## src/rtl/hasti_io_bridge_if.sv

```systemverilog
// HASTI (AHB-Lite) slave-side signal bundle for the I/O bridge.
// Modport f is the slave view: requests come in, the response goes out.
interface if_hasti_slave_io;
  logic        hsel;
  logic [31:0] haddr;
  logic        hwrite;
  logic [2:0]  hsize;
  logic [1:0]  htrans;
  logic [31:0] hwdata;
  logic        hready;
  logic [31:0] hrdata;
  logic        hreadyout;
  logic        hresp;

  modport f (
    input  hsel, haddr, hwrite, hsize, htrans, hwdata, hready,
    output hrdata, hreadyout, hresp
  );
endinterface

```

## src/rtl/hasti_io_bridge.sv

```systemverilog
// HASTI slave that turns each transfer into one SETUP/ACCESS peripheral access,
// stalling until pready and answering ERROR on slave error, timeout or misalignment.
module hasti_io_bridge #(
  parameter int PADDR_W = 16,
  parameter int TIMEOUT = 255
) (
  input  logic               hclk,
  input  logic               hresetn,
  if_hasti_slave_io.f        s,
  output logic               psel,
  output logic               penable,
  output logic               pwrite,
  output logic [PADDR_W-1:0] paddr,
  output logic [31:0]        pwdata,
  output logic [3:0]         pstrb,
  input  logic [31:0]        prdata,
  input  logic               pready,
  input  logic               pslverr
);

  localparam int CNT_W = (TIMEOUT > 0) ? $clog2(TIMEOUT + 1) : 1;
  localparam logic [CNT_W-1:0] CNT_LAST = (TIMEOUT > 0) ? CNT_W'(TIMEOUT - 1) : '0;

  typedef enum logic [2:0] {
    ST_IDLE,
    ST_SETUP,
    ST_ACCESS,
    ST_ERR1,
    ST_ERR2
  } state_t;

  state_t             r_state;
  state_t             w_state_next;
  logic [CNT_W-1:0]   r_cnt;
  logic [CNT_W-1:0]   w_cnt_next;
  logic               r_pwrite;
  logic [PADDR_W-1:0] r_paddr;
  logic [31:0]        r_pwdata;
  logic [3:0]         r_pstrb;
  logic [31:0]        r_hrdata;

  logic               w_req;
  logic               w_aligned;
  logic [3:0]         w_strb;
  logic               w_accept;
  logic               w_rd_load;
  logic               w_timeout;
  logic               w_unused_haddr;

  assign w_unused_haddr = ^s.haddr[31:PADDR_W];

  assign w_req     = s.hsel & s.hready & s.htrans[1];
  assign w_timeout = (TIMEOUT > 0) && !pready && (r_cnt == CNT_LAST);

  always_comb begin
    w_aligned = 1'b0;
    case (s.hsize)
      3'd0:    w_aligned = 1'b1;
      3'd1:    w_aligned = !s.haddr[0];
      3'd2:    w_aligned = (s.haddr[1:0] == 2'b00);
      default: w_aligned = 1'b0;
    endcase
  end

  always_comb begin
    w_strb = 4'b1111;
    case (s.hsize[1:0])
      2'd0:    w_strb = 4'b0001 << s.haddr[1:0];
      2'd1:    w_strb = 4'b0011 << s.haddr[1:0];
      default: w_strb = 4'b1111;
    endcase
  end

  always_ff @(posedge hclk or negedge hresetn) begin
    if (!hresetn) begin
      r_state <= ST_IDLE;
      r_cnt   <= '0;
    end else begin
      r_state <= w_state_next;
      r_cnt   <= w_cnt_next;
    end
  end

  // ERR2 accepts a new request exactly like IDLE so back-to-back transfers survive an error.
  always_comb begin
    w_state_next = r_state;
    w_cnt_next   = r_cnt;
    w_accept     = 1'b0;
    w_rd_load    = 1'b0;
    case (r_state)
      ST_IDLE, ST_ERR2: begin
        w_state_next = ST_IDLE;
        if (w_req) begin
          if (w_aligned) begin
            w_state_next = ST_SETUP;
            w_accept     = 1'b1;
          end else begin
            w_state_next = ST_ERR1;
          end
        end
      end
      ST_SETUP: begin
        w_state_next = ST_ACCESS;
        w_cnt_next   = '0;
      end
      ST_ACCESS: begin
        if (pready) begin
          w_state_next = pslverr ? ST_ERR1 : ST_IDLE;
          w_rd_load    = !pslverr && !r_pwrite;
        end else if (w_timeout) begin
          w_state_next = ST_ERR1;
        end else if (r_cnt != CNT_LAST) begin
          w_cnt_next = r_cnt + 1'b1;
        end
      end
      ST_ERR1: begin
        w_state_next = ST_ERR2;
      end
      default: begin
        w_state_next = ST_IDLE;
      end
    endcase
  end

  always_ff @(posedge hclk or negedge hresetn) begin
    if (!hresetn) begin
      r_pwrite <= 1'b0;
      r_paddr  <= '0;
      r_pwdata <= '0;
      r_pstrb  <= '0;
      r_hrdata <= '0;
    end else begin
      if (w_accept) begin
        r_paddr  <= s.haddr[PADDR_W-1:0];
        r_pwrite <= s.hwrite;
        r_pstrb  <= s.hwrite ? w_strb : 4'b0000;
      end
      if (r_state == ST_SETUP) begin
        r_pwdata <= s.hwdata;
      end
      if (w_rd_load) begin
        r_hrdata <= prdata;
      end
    end
  end

  // Bus handshakes are decoded straight from state so reset drops them immediately.
  assign psel        = (r_state == ST_SETUP) || (r_state == ST_ACCESS);
  assign penable     = (r_state == ST_ACCESS);
  assign pwrite      = r_pwrite;
  assign paddr       = r_paddr;
  assign pwdata      = r_pwdata;
  assign pstrb       = r_pstrb;
  assign s.hrdata    = r_hrdata;
  assign s.hreadyout = (r_state == ST_IDLE) || (r_state == ST_ERR2);
  assign s.hresp     = (r_state == ST_ERR1) || (r_state == ST_ERR2);

endmodule

```

## src/flat_wrapper.sv

```systemverilog
// flat-port wrapper written by rule: the top's interface ports become plain ports
module hasti_io_bridge_flat 
#(
  parameter int PADDR_W = 16,
  parameter int TIMEOUT = 255
)
  (hclk, hresetn, psel, penable, pwrite, paddr, pwdata, pstrb, prdata, pready, pslverr, s_hsel, s_haddr, s_hwrite, s_hsize, s_htrans, s_hwdata, s_hready, s_hrdata, s_hreadyout, s_hresp);
  if_hasti_slave_io s_i ();
  input  logic hclk;
  input  logic hresetn;
  output logic psel;
  output logic penable;
  output logic pwrite;
  output logic [PADDR_W-1:0] paddr;
  output logic [31:0] pwdata;
  output logic [3:0] pstrb;
  input  logic [31:0] prdata;
  input  logic pready;
  input  logic pslverr;
  input wire logic [$bits(s_i.hsel)-1:0] s_hsel;
  input wire logic [$bits(s_i.haddr)-1:0] s_haddr;
  input wire logic [$bits(s_i.hwrite)-1:0] s_hwrite;
  input wire logic [$bits(s_i.hsize)-1:0] s_hsize;
  input wire logic [$bits(s_i.htrans)-1:0] s_htrans;
  input wire logic [$bits(s_i.hwdata)-1:0] s_hwdata;
  input wire logic [$bits(s_i.hready)-1:0] s_hready;
  output wire logic [$bits(s_i.hrdata)-1:0] s_hrdata;
  output wire logic [$bits(s_i.hreadyout)-1:0] s_hreadyout;
  output wire logic [$bits(s_i.hresp)-1:0] s_hresp;
  assign s_i.hsel = s_hsel;
  assign s_i.haddr = s_haddr;
  assign s_i.hwrite = s_hwrite;
  assign s_i.hsize = s_hsize;
  assign s_i.htrans = s_htrans;
  assign s_i.hwdata = s_hwdata;
  assign s_i.hready = s_hready;
  assign s_hrdata = s_i.hrdata;
  assign s_hreadyout = s_i.hreadyout;
  assign s_hresp = s_i.hresp;
  hasti_io_bridge #(.PADDR_W(PADDR_W), .TIMEOUT(TIMEOUT)) u_core (.hclk(hclk), .hresetn(hresetn), .s(s_i), .psel(psel), .penable(penable), .pwrite(pwrite), .paddr(paddr), .pwdata(pwdata), .pstrb(pstrb), .prdata(prdata), .pready(pready), .pslverr(pslverr));
endmodule
```

## config.mk

```make
export PLATFORM = sky130hd
export DESIGN_NAME = hasti_io_bridge_flat
export DESIGN_NICKNAME = d
export VERILOG_FILES = /design/src/rtl/hasti_io_bridge_if.sv /design/src/rtl/hasti_io_bridge.sv /design/src/flat_wrapper.sv
export SDC_FILE = /design/constraint.sdc
export NUM_CORES = 1
export LEC_CHECK = 0
export CORE_MARGIN = 2
export CORE_UTILIZATION = 43
export CTS_CLUSTER_DIAMETER = 30
export DETAILED_ROUTE_END_ITERATION = 8
export PLACE_DENSITY = 0.87
export SYNTH_ARGS = -nofsm -noshare
export SYNTH_HDL_FRONTEND = slang
export SYNTH_SLANG_ARGS = --single-unit
```

## constraint.sdc

```tcl
create_clock -name hclk -period 5.4 [get_ports hclk]
set_input_delay 1.08 -clock hclk [delete_from_list [all_inputs] [get_ports hclk]]
set_output_delay 1.08 -clock hclk [all_outputs]
set_load 0.005 [all_outputs]
```

==> out/qor.csv, run 1 <==
stage;metric;value;unit
run;maxCapViolCount;0;
logic_synthesis;yosys.area.top_type_share;60.55;%
sta;setup_viol;0;
setup_path;worst_ep_arrival_time;3370;ps
power;total_power;0.003216;W
placed_design;pre_cts_ws;1969;ps
logic_synthesis;synth_mux_area_share;18.01;%
clock_tree;numCtsBuffers;9;
setup_path;r2r-start;u_core.r_state[0];
logic_synthesis;ys.flop_type;dfrtp_1;
clock_tree;postCtsSetupBuffers;0;
detailed_routing;ant_nets;0;
detailed_routing;wirelength;9.424;mm
sta;rsz0062_at_grt;false;
clock_tree;cts_max_level;3;
logic_synthesis;synth_top_cell_by_area;dfrtp_1;
clock_tree;clkTransAtPathRegs;90;ps
clock_tree;cts_tree;yes;
power;vdd_drop_max;0.0002207;V
logic_synthesis;synth_compound_area_share;3.437;%
sta;fin_crit_sh;58.19;%
setup_path;r2r-end;u_core.pwrite;
logic_synthesis;syn-cell-area;0.003968;mm2
logic_synthesis;ys_seq_area_share;60.55;%
floorplanning;core;0.009109;mm2
detailed_routing;detail_route.first_pass.iterations;4;
placed_design;finalWeightedCongestion;0.7677;
layout;drive_gt1_share;13.92;%
setup_path;critPathLaunchType;input pin;
sta;timing.fmax;0.3182;GHz
detailed_routing;routed_wire_length_per_instance;15.18;um
clock_tree;clockBufferDepth;2;
sta;clock_skew;7.808;ps
layout;post-route-util;66.46;%
sta;slew_violations;0;
logic_synthesis;synth_area_leaders;dfrtp_1 61%, mux2_4 11%, nand2_1 9.6%;
min_path;hold_path_class;register to register;
logic_synthesis;synth_edf_count;0;
floorplanning;io_pins;197;
floorplanning;row_count;35;
grt;grt_pass1_wl;15.35;mm
sta;worstMarginPinSlew;1110;ps
floorplanning;die_y;100.1;um
logic_synthesis;synthXorXnorAreaFrac;0.2208;%
clock_tree;cts_hold_buf;0;
logic_synthesis;async_flop_share;100.0;%
sta;hold_violations;0;
clock_tree;root_buffer;clkbuf_8;
setup_path;reg2reg_depth;5;
sta;final.setup.tns;0;ps
clock_tree;clk_latency;340;ps
logic_synthesis;synthSimpleGateAreaFrac;13.59;%
layout;n_fill_cell;708;
setup_path;required;5630;ps
logic_synthesis;synth-seq-cells;96;
clock_tree;clock-sinks;96;
setup_path;crit_start;s_haddr[1];
placed_design;io_buffers;179;
logic_synthesis;synth.most_common_cell;nand2_1;
setup_path;worstSetupEndpoint;u_core.pwrite;
layout;final_area;0.006053;mm2
logic_synthesis;synth_adder_area_share;0.6307;%
placed_design;dp_hpwl;6.941;mm
setup_path;cp_max_fo;13;
logic_synthesis;synth.distinct_cells;35;
layout;final_nets;615;
logic_synthesis;synth_nets;436;
grt;grt_usage;19.26;%
sta;max-slew-margin-rel;25.24;%
placed_design;postPlaceCellArea;0.005817;mm2
sta;layout_min_cycle_time;3142;ps
grt;antenna_found_initial;0;
floorplanning;start_util;43.56;%
layout;diodes;0;
grt;grt_pass1_vias;3074;
floorplanning;die-area;0.01001;mm2
layout;area_delta_synth_final;52.57;%
power;powerDensity;531.3;mW/mm2
logic_synthesis;synth_top_family_by_area;multiplexers;
logic_synthesis;syn_area_per_cell;12.17;um2
power;p_leak;2.814;nW
setup_path;critPathCaptureType;register;
setup_path;r2r_slack;3050;ps
clock_tree;cts_resized;0;
floorplanning;die_w;100.1;um
detailed_routing;via_count;2997;
setup_path;worstSetupPathType;input pin to register;
grt;grt_start_max_net_pins;60;
logic_synthesis;synth.yosys.warnings;0;
run_status;status;finished, final reports clean;
detailed_routing;via_per_inst;4.826;
logic_synthesis;syn_inst;326;
detailed_routing;drc;0;
logic_synthesis;synthTopCellsByCount;102 x nand2_1, 96 x dfrtp_1, 30 x mux2_4, 19 x mux2_2, 9 x o21ai_0;
grt;grt-ovfl-total;0;
sta;setup_slack;2258;ps
detailed_routing;drt-initial-drc-count;133;
==> worst min-delay path by stage <==
stage,slack (ps),depth (start not counted),end,start
finish,480,2,u_core.pwdata[8],u_core.pwdata[8]
global placement,460,2,u_core.pwdata[17],u_core.pwdata[17]
floorplan,450,1,u_core.r_cnt[7],u_core.r_cnt[7]
detailed placement,460,2,u_core.pwdata[17],u_core.pwdata[17]
CTS,480,2,u_core.pwdata[17],u_core.pwdata[17]
global route,500,2,u_core.pwdata[2],u_core.pwdata[2]
==> logic make-up after synthesis <==
group,count (synthesis)
AOI/OAI and AO/OA,22
adders and majority gates,2
and+or+nand+nor,129
DFF,96
muxes,54
xor gates and xnor gates,1
buffers and inverters,22
==> worst max-delay path: stages <==
cell             delay, ps
clkdlybuf4s50_1        520
o21a_1                 240
o22a_1                 210
nor3_2                 620
buf_4                  350
mux2_2                 360
==> sequential cells by signal, summed over array words and instances (netlist names) <==
register / cells
u_core.r_state: 3
u_core.s.hrdata: 32
u_core.pstrb: 4
u_core.r_cnt: 8
u_core.pwdata: 32
u_core.paddr: 16
u_core.pwrite: 1
==> placed cells by master (no fill, tap or decap), types with 2 or more instances in the layout <==
| cell type | n |
|---|---|
| clkbuf_1 | 2 |
| clkdlybuf4s50_1 | 178 |
| o31ai_1 | 3 |
| nor2_1 | 7 |
| bufinv_16 | 3 |
| a21oi_1 | 3 |
| or3_1 | 2 |
| o21ai_0 | 9 |
| clkbuf_8 | 9 |
| mux2_2 | 19 |
| dfrtp_1 | 96 |
| ha_1 | 2 |
| mux2_4 | 30 |
| o211ai_1 | 3 |
| buf_4 | 5 |
| nand2_1 | 102 |
| nand4_1 | 2 |
| mux2i_1 | 5 |
| inv_1 | 7 |
| nand3_1 | 5 |
| clkinvlp_4 | 2 |
==> layer usage <==
metal	GRT usage, %	wire length [um]
met1	25.11	4029
met2	32.28	4692
met5	0	0
met3	3.830	526
met4	6.744	176
==> power breakdown <==
part	leakage, nW	switching [W]	internal [W]	total (W)
logic	1.52	0.000488	0.000934	0.00142
clock network	0.110	0.000240	0.000308	0.000549
registers	1.19	0.000191	0.00105	0.00125
total	2.81	0.000920	0.00230	0.00322
==> metrics by stage <==
stage	hold slack (ps)	cells
after floorplan	448.9	326
after global placement	458.4	605
after detailed placement	461.6	605
after CTS	484.3	621
after global routing	502.2	621
final	477.6	621
==> layout make-up <==
type	count	area, um2	share of cell area (%)
clock buffers	11	131.4	2.170
clock inverters	5	105.1	1.736
inverters	7	26.28	0.4341
multi-input cells	208	1430	23.63
flip-flops and latches	96	2402	39.69
well taps	111	138.9	2.294
repair buffers	183	1819	30.05
Note: power is estimated with default switching activity, not from simulation.
==> run 2: changes to the inputs <==
--- a/config.mk
+++ b/config.mk
@@ -6,10 +6,10 @@
 export NUM_CORES = 1
 export LEC_CHECK = 0
 export CORE_MARGIN = 2
-export CORE_UTILIZATION = 43
+export CORE_UTILIZATION = 40
 export CTS_CLUSTER_DIAMETER = 30
 export DETAILED_ROUTE_END_ITERATION = 8
-export PLACE_DENSITY = 0.87
+export PLACE_DENSITY = 0.82
 export SYNTH_ARGS = -nofsm -noshare
 export SYNTH_HDL_FRONTEND = slang
 export SYNTH_SLANG_ARGS = --single-unit
==> constraint.sdc (replaced) <==
create_clock -name hclk -period 3.1 [get_ports hclk]
set_input_delay 0.62 -clock hclk [delete_from_list [all_inputs] [get_ports hclk]]
set_output_delay 0.62 -clock hclk [all_outputs]
set_load 0.005 [all_outputs]
==> run 2 against run 1 <==
Net effect:
- sequential cell count stayed put
- highest routed layer unchanged
- largest power group unchanged
- final area is 0.39% higher
- wire length is 0.91% higher
- sequential share of layout area decreased by 0.16 points
- sequential power increased by 73%
- final cell count is 3.9% higher
- critical path depth fell by 3
==> out/qor.csv, run 2 (synthesis gave the netlist of run 1 again) <==
stage;metric;value;unit;change
run_status;status;finished, final reports clean;;
floorplanning;io_pins;197;;unchanged
placed_design;finalWeightedCongestion;0.7773;;+1.3%
detailed_routing;routed_wire_length_per_instance;14.74;um;-2.8%
layout;mostFrequentLayoutCells;178 x clkdlybuf4s50_1, 102 x nand2_1, 96 x dfrtp_1;;
grt;grt_pass1_vias;3294;;+7.2%
layout;area_delta_synth_final;53.17;%;
sta;setup_viol;0;;unchanged
detailed_routing;via_count;3043;;+1.5%
sta;clock_skew;8.024;ps;+0.2161 ps
sta;slew_violations;0;;unchanged
layout;drive_gt1_share;14.65;%;+0.73 points
setup_path;critPathCaptureType;primary output;;
sta;hold_violations;0;;unchanged
clock_tree;clockBufferDepth;2;;unchanged
clock_tree;postCtsSetupBuffers;0;;unchanged
sta;max-slew-margin-rel;32.32;%;+7.1 points
setup_path;required;2480;ps;-3150 ps
floorplanning;die-area;0.01073;mm2;+7.2%
layout;final_common_cell;clkdlybuf4s50_1;;
power;powerDensity;901.1;mW/mm2;+70%
grt;grt_start_max_net_pins;58;;-3.3%
setup_path;worstSetupPathType;register to primary output;;
setup_path;reg2reg_depth;4;;-1
clock_tree;cts_tree;yes;;
power;p_leak;2.818;nW;+0.12%
detailed_routing;wl_met3;564;um;+7.2%
sta;rsz0062_at_grt;false;;
setup_path;worst_ep_arrival_time;1830;ps;-1540 ps
setup_path;r2r_slack;960;ps;-2090 ps
detailed_routing;drc;0;;unchanged
power;vdd_drop_max;0.0003569;V;+62%
detailed_routing;drt-met1-wl;4.026;mm;about the same
power;total_power;0.005476;W;+70%
setup_path;critPathLaunchType;register;;
clock_tree;root_buffer;clkbuf_8;;
detailed_routing;via_per_inst;4.718;;-2.2%
detailed_routing;top_layer_used;met4;;
clock_tree;cts_resized;0;;unchanged
floorplanning;start_util;40.97;%;-2.6 points
grt;grt_usage;18.64;%;-0.62 points
floorplanning;core;0.009684;mm2;+6.3%
clock_tree;clock-sinks;96;;unchanged
clock_tree;clk_latency;360;ps;+20 ps
clock_tree;clkTransAtPathRegs;90;ps;about the same
sta;layout_min_cycle_time;2453;ps;
sta;timing.fmax;0.4077;GHz;
setup_path;r2r-start;u_core.r_state[0];;
grt;grt_pass1_wl;16.15;mm;+5.2%
detailed_routing;detail_route.first_pass.iterations;5;;+1
grt;antenna_found_initial;0;;unchanged
layout;diodes;0;;unchanged
grt;grt-ovfl-total;0;;unchanged
sta;hold-worst-slack;233.6;ps;-243.9 ps
floorplanning;die_w;103.6;um;+3.5%
layout;final_nets;617;;+0.33%
sta;worstMarginPinSlew;1005;ps;-105.1 ps
sta;fin_crit_sh;79.13;%;
run;maxCapViolCount;0;;unchanged
placed_design;dp_hpwl;7.035;mm;+1.4%
layout;final_area;0.006077;mm2;+0.39%
detailed_routing;ant_nets;0;;unchanged
sta;final.setup.tns;0;ps;unchanged
placed_design;io_buffers;179;;unchanged
floorplanning;row_count;36;;+2.9%
setup_path;cp_max_fo;6;;-7
clock_tree;cts_max_level;3;;unchanged
min_path;hold_path_class;input pin to asynchronous set/reset pin;;
floorplanning;die_y;103.6;um;+3.5%
setup_path;r2r-end;u_core.s.hrdata[18];;
clock_tree;numCtsBuffers;9;;unchanged
placed_design;postPlaceCellArea;0.005872;mm2;+0.95%
detailed_routing;wirelength;9.510;mm;+0.91%
detailed_routing;drt-initial-drc-count;154;;+16%
clock_tree;cts_hold_buf;0;;unchanged
detailed_routing;wl_met2;4.722;mm;+0.64%
run 2: report_power, final:
part | leakage (nW) | internal, W | switching, W
clock | 0.0989 | 0.000398 | 0.000434
combinational | 1.53 | 0.00163 | 0.000853
sequential | 1.19 | 0.00184 | 0.000327
total | 2.82 | 0.00386 | 0.00161
run 2: how the worst max path moves through the flow:
stage                 startpoint          endpoint  slack, ps  cells past startpoint
2_1_floorplan         s_haddr[1]  u_core.paddr[10]       1140                      5
3_3_place_gp              pready   u_core.r_cnt[5]        460                      5
3_5_place_dp              pready   u_core.r_cnt[5]        360                      5
4_1_cts        u_core.r_state[0]           penable        620                      3
5_1_grt                   pready   u_core.r_cnt[5]        500                      5
6_report       u_core.r_state[0]           penable        650                      3
run 2: metal layers:
layer  up-vias  GRT usage (%)
met2       114          31.27
met3        17          4.028
met1      1476          23.61
li1       1436              -
met5         -              0
met4         0          7.432
run 2: layout make-up:
cell class                      instances  area (um2)
Fill cell                             757        3607
Sequential cell                        96        2402
Timing Repair Buffer                  185        1847
Multi-Input combinational cell        208        1430
Tap cell                              133       166.4
Clock buffer                           10       137.6
Clock inverter                          6       67.56
Inverter                                7       26.28
run 2: stage by stage:
| stage | instances | worst slack, ps | utilization [%] |
|---|---|---|---|
| after floorplan | 326 | 1142 | - |
| after global placement | 629 | 462.4 | 60.63 |
| after detailed placement | 629 | 356.7 | 60.63 |
| after CTS | 645 | 619.0 | 62.75 |
| after global routing | 645 | 495.2 | 62.75 |
| final | 645 | 647.0 | 62.75 |
run 2: critical path, cell delays in order (launching register included):
cell	delay, ps
dfrtp_1	430
or3b_4	440
inv_1	80
clkdlybuf4s50_1	520
==> run 3: changes to the inputs <==
==> constraint.sdc (replaced) <==
create_clock -name hclk -period 2.5 [get_ports hclk]
set_input_delay 0.5 -clock hclk [delete_from_list [all_inputs] [get_ports hclk]]
set_output_delay 0.5 -clock hclk [all_outputs]
set_load 0.005 [all_outputs]
==> run 3 against run 2 <==
Net effect:
- wire length grew 3.4%
- worst setup slack worse by 460 ps
- sequential share of layout area decreased by 0.23 points
- die area unchanged
- core utilization rose by 0.36 points
- final area grew 0.58%
- critical endpoint unchanged
- combinational power is 25% higher
- first-iteration DRC count decreased by 14%
- sequential cell count unchanged
- global-route usage fell by 0.057 points
==> out/qor.csv, run 3 (synthesis gave the netlist of run 1 again) <==
stage;metric;value;unit;change
sta;fin_crit_sh;92.34;%;
layout;diodes;0;;unchanged
detailed_routing;via_count;3048;;+0.16%
floorplanning;core;0.009684;mm2;unchanged
detailed_routing;drt-initial-drc-count;132;;-14%
run_status;status;finished, final reports clean;;
clock_tree;root_buffer;clkbuf_8;;
setup_path;worst_ep_arrival_time;1810;ps;-20 ps
sta;worstMarginPinSlew;598.0;ps;-406.6 ps
grt;grt-ovfl-total;0;;unchanged
layout;final_nets;621;;+0.65%
detailed_routing;routed_wire_length_per_instance;15.15;um;+2.8%
setup_path;worstSetupPathType;register to primary output;;
clock_tree;clockBufferDepth;2;;unchanged
placed_design;dp_hpwl;7.345;mm;+4.4%
detailed_routing;detail_route.first_pass.iterations;4;;-1
grt;antenna_found_initial;0;;unchanged
floorplanning;row_count;36;;unchanged
run;maxCapViolCount;0;;unchanged
placed_design;io_buffers;179;;unchanged
power;powerDensity;1113;mW/mm2;+23%
grt;grt_pass1_wl;16.11;mm;-0.25%
detailed_routing;via_per_inst;4.696;;-0.45%
layout;drive_gt1_share;15.12;%;+0.47 points
setup_path;cp_cell_sequence;or3b_4, inv_1, clkdlybuf4s50_1;;
detailed_routing;drc;0;;unchanged
setup_path;cp_top_family;buffers and inverters;;
power;p_leak;2.843;nW;+0.89%
floorplanning;die-area;0.01073;mm2;unchanged
floorplanning;die_w;103.6;um;unchanged
layout;area_delta_synth_final;54.05;%;
layout;n_fill_cell;771;;+1.8%
detailed_routing;ant_nets;0;;unchanged
floorplanning;die_y;103.6;um;unchanged
sta;rsz0062_at_grt;false;;
power;vdd_drop_max;0.0005091;V;+43%
detailed_routing;wirelength;9.835;mm;+3.4%
sta;slew_violations;0;;unchanged
setup_path;cp.buffers_inverters;2;;unchanged
clock_tree;clk_latency;350;ps;about the same
floorplanning;start_util;40.97;%;unchanged
sta;setup_viol;0;;unchanged
setup_path;critPathLaunchType;register;;
clock_tree;cts_resized;0;;unchanged
placed_design;finalWeightedCongestion;0.7956;;+2.4%
sta;timing.fmax;0.4332;GHz;
setup_path;required;2000;ps;-480 ps
clock_tree;postCtsSetupBuffers;0;;unchanged
layout;final_common_cell;clkdlybuf4s50_1;;
layout;mostFrequentLayoutCells;178 x clkdlybuf4s50_1, 102 x nand2_1, 96 x dfrtp_1;;
setup_path;max_stage_delay;520;ps;about the same
placed_design;pre_cts_ws;104.2;ps;-252.4 ps
clock_tree;cts_max_level;3;;unchanged
floorplanning;io_pins;197;;unchanged
clock_tree;numCtsBuffers;9;;unchanged
setup_path;cp_max_fo;6;;unchanged
grt;grt_start_max_net_pins;50;;-14%
sta;clock_skew;8.295;ps;+0.2710 ps
sta;layout_min_cycle_time;2309;ps;
setup_path;critPathCaptureType;primary output;;
min_path;hold_path_class;input pin to asynchronous set/reset pin;;
clock_tree;clock-sinks;96;;unchanged
grt;grt_usage;18.58;%;-0.057 points
sta;final.setup.tns;0;ps;unchanged
clock_tree;cts_hold_buf;0;;unchanged
setup_path;critPathSlowestCell;clkdlybuf4s50_1;;
clock_tree;clkTransAtPathRegs;90;ps;about the same
sta;hold_violations;0;;unchanged
grt;grt_pass1_vias;3205;;-2.7%
sta;setup_slack;191.4;ps;-455.6 ps
clock_tree;cts_tree;yes;;
sta;max-slew-margin-rel;59.71;%;+27 points
run 3: cell types whose count changed in the layout (fill, tap and decap cells not counted), sizes merged:
cell,change
clkinv,+1
buf,+4
inv,-1
clkbuf,+1
clkinvlp,-1
run 3: worst paths after layout:
check,start,depth (start not counted),slack (ps),end
max,u_core.r_state[0],3,190,penable
min,hresetn,1,150,u_core.s.hrdata[6]
max reg2reg,u_core.r_state[0],4,470,u_core.s.hrdata[4]
min in group hclk,u_core.pwdata[18],2,480,u_core.pwdata[18]
max in group asynchronous,hresetn,2,1680,u_core.paddr[11]
min reg2reg,u_core.pwdata[18],2,480,u_core.pwdata[18]
run 3: layout make-up:
cell class                      count  area [um2]  area share, %
Clock inverter                      5       56.30         0.9212
Sequential cell                    96        2402          39.30
Inverter                            7       26.28         0.4299
Clock buffer                       11       141.4          2.313
Tap cell                          133       166.4          2.723
Timing Repair Buffer              189        1889          30.91
Multi-Input combinational cell    208        1430          23.40
run 3: power breakdown:
group	internal [W]	leakage, nW	switching (W)	total, W
clock network	0.000489	0.0993	0.000517	0.00101
logic	0.00204	1.55	0.00107	0.00310
registers	0.00228	1.19	0.000413	0.00269
run 3: routing by layer:
layer / global-route usage, % / share of wire (%)
met2: 33.49 / 52
met1: 22.49 / 41
met3: 3.965 / 5.1
met4: 5.212 / 1.7
met5: 0 / 0
run 3: worst register-to-register path: stages (launching register included):
cell	delay, ps
dfrtp_1	430
or3b_4	430
or3_2	490
buf_12	200
mux2_4	350
run 3: stage by stage:
step                hold WS [ps]  utilization (%)  power, W  std cells  area [um2]
CTS                        167.5            63.11  0.006894        649        6112
global placement           458.1            61.07  0.005704        633        5914
finish                     145.3            63.11  0.006800        649        6112
floorplan                  204.4                -  0.003908        326        3968
global route               195.2            63.11  0.007247        649        6112
detailed placement         460.7            61.07  0.005862        633        5914
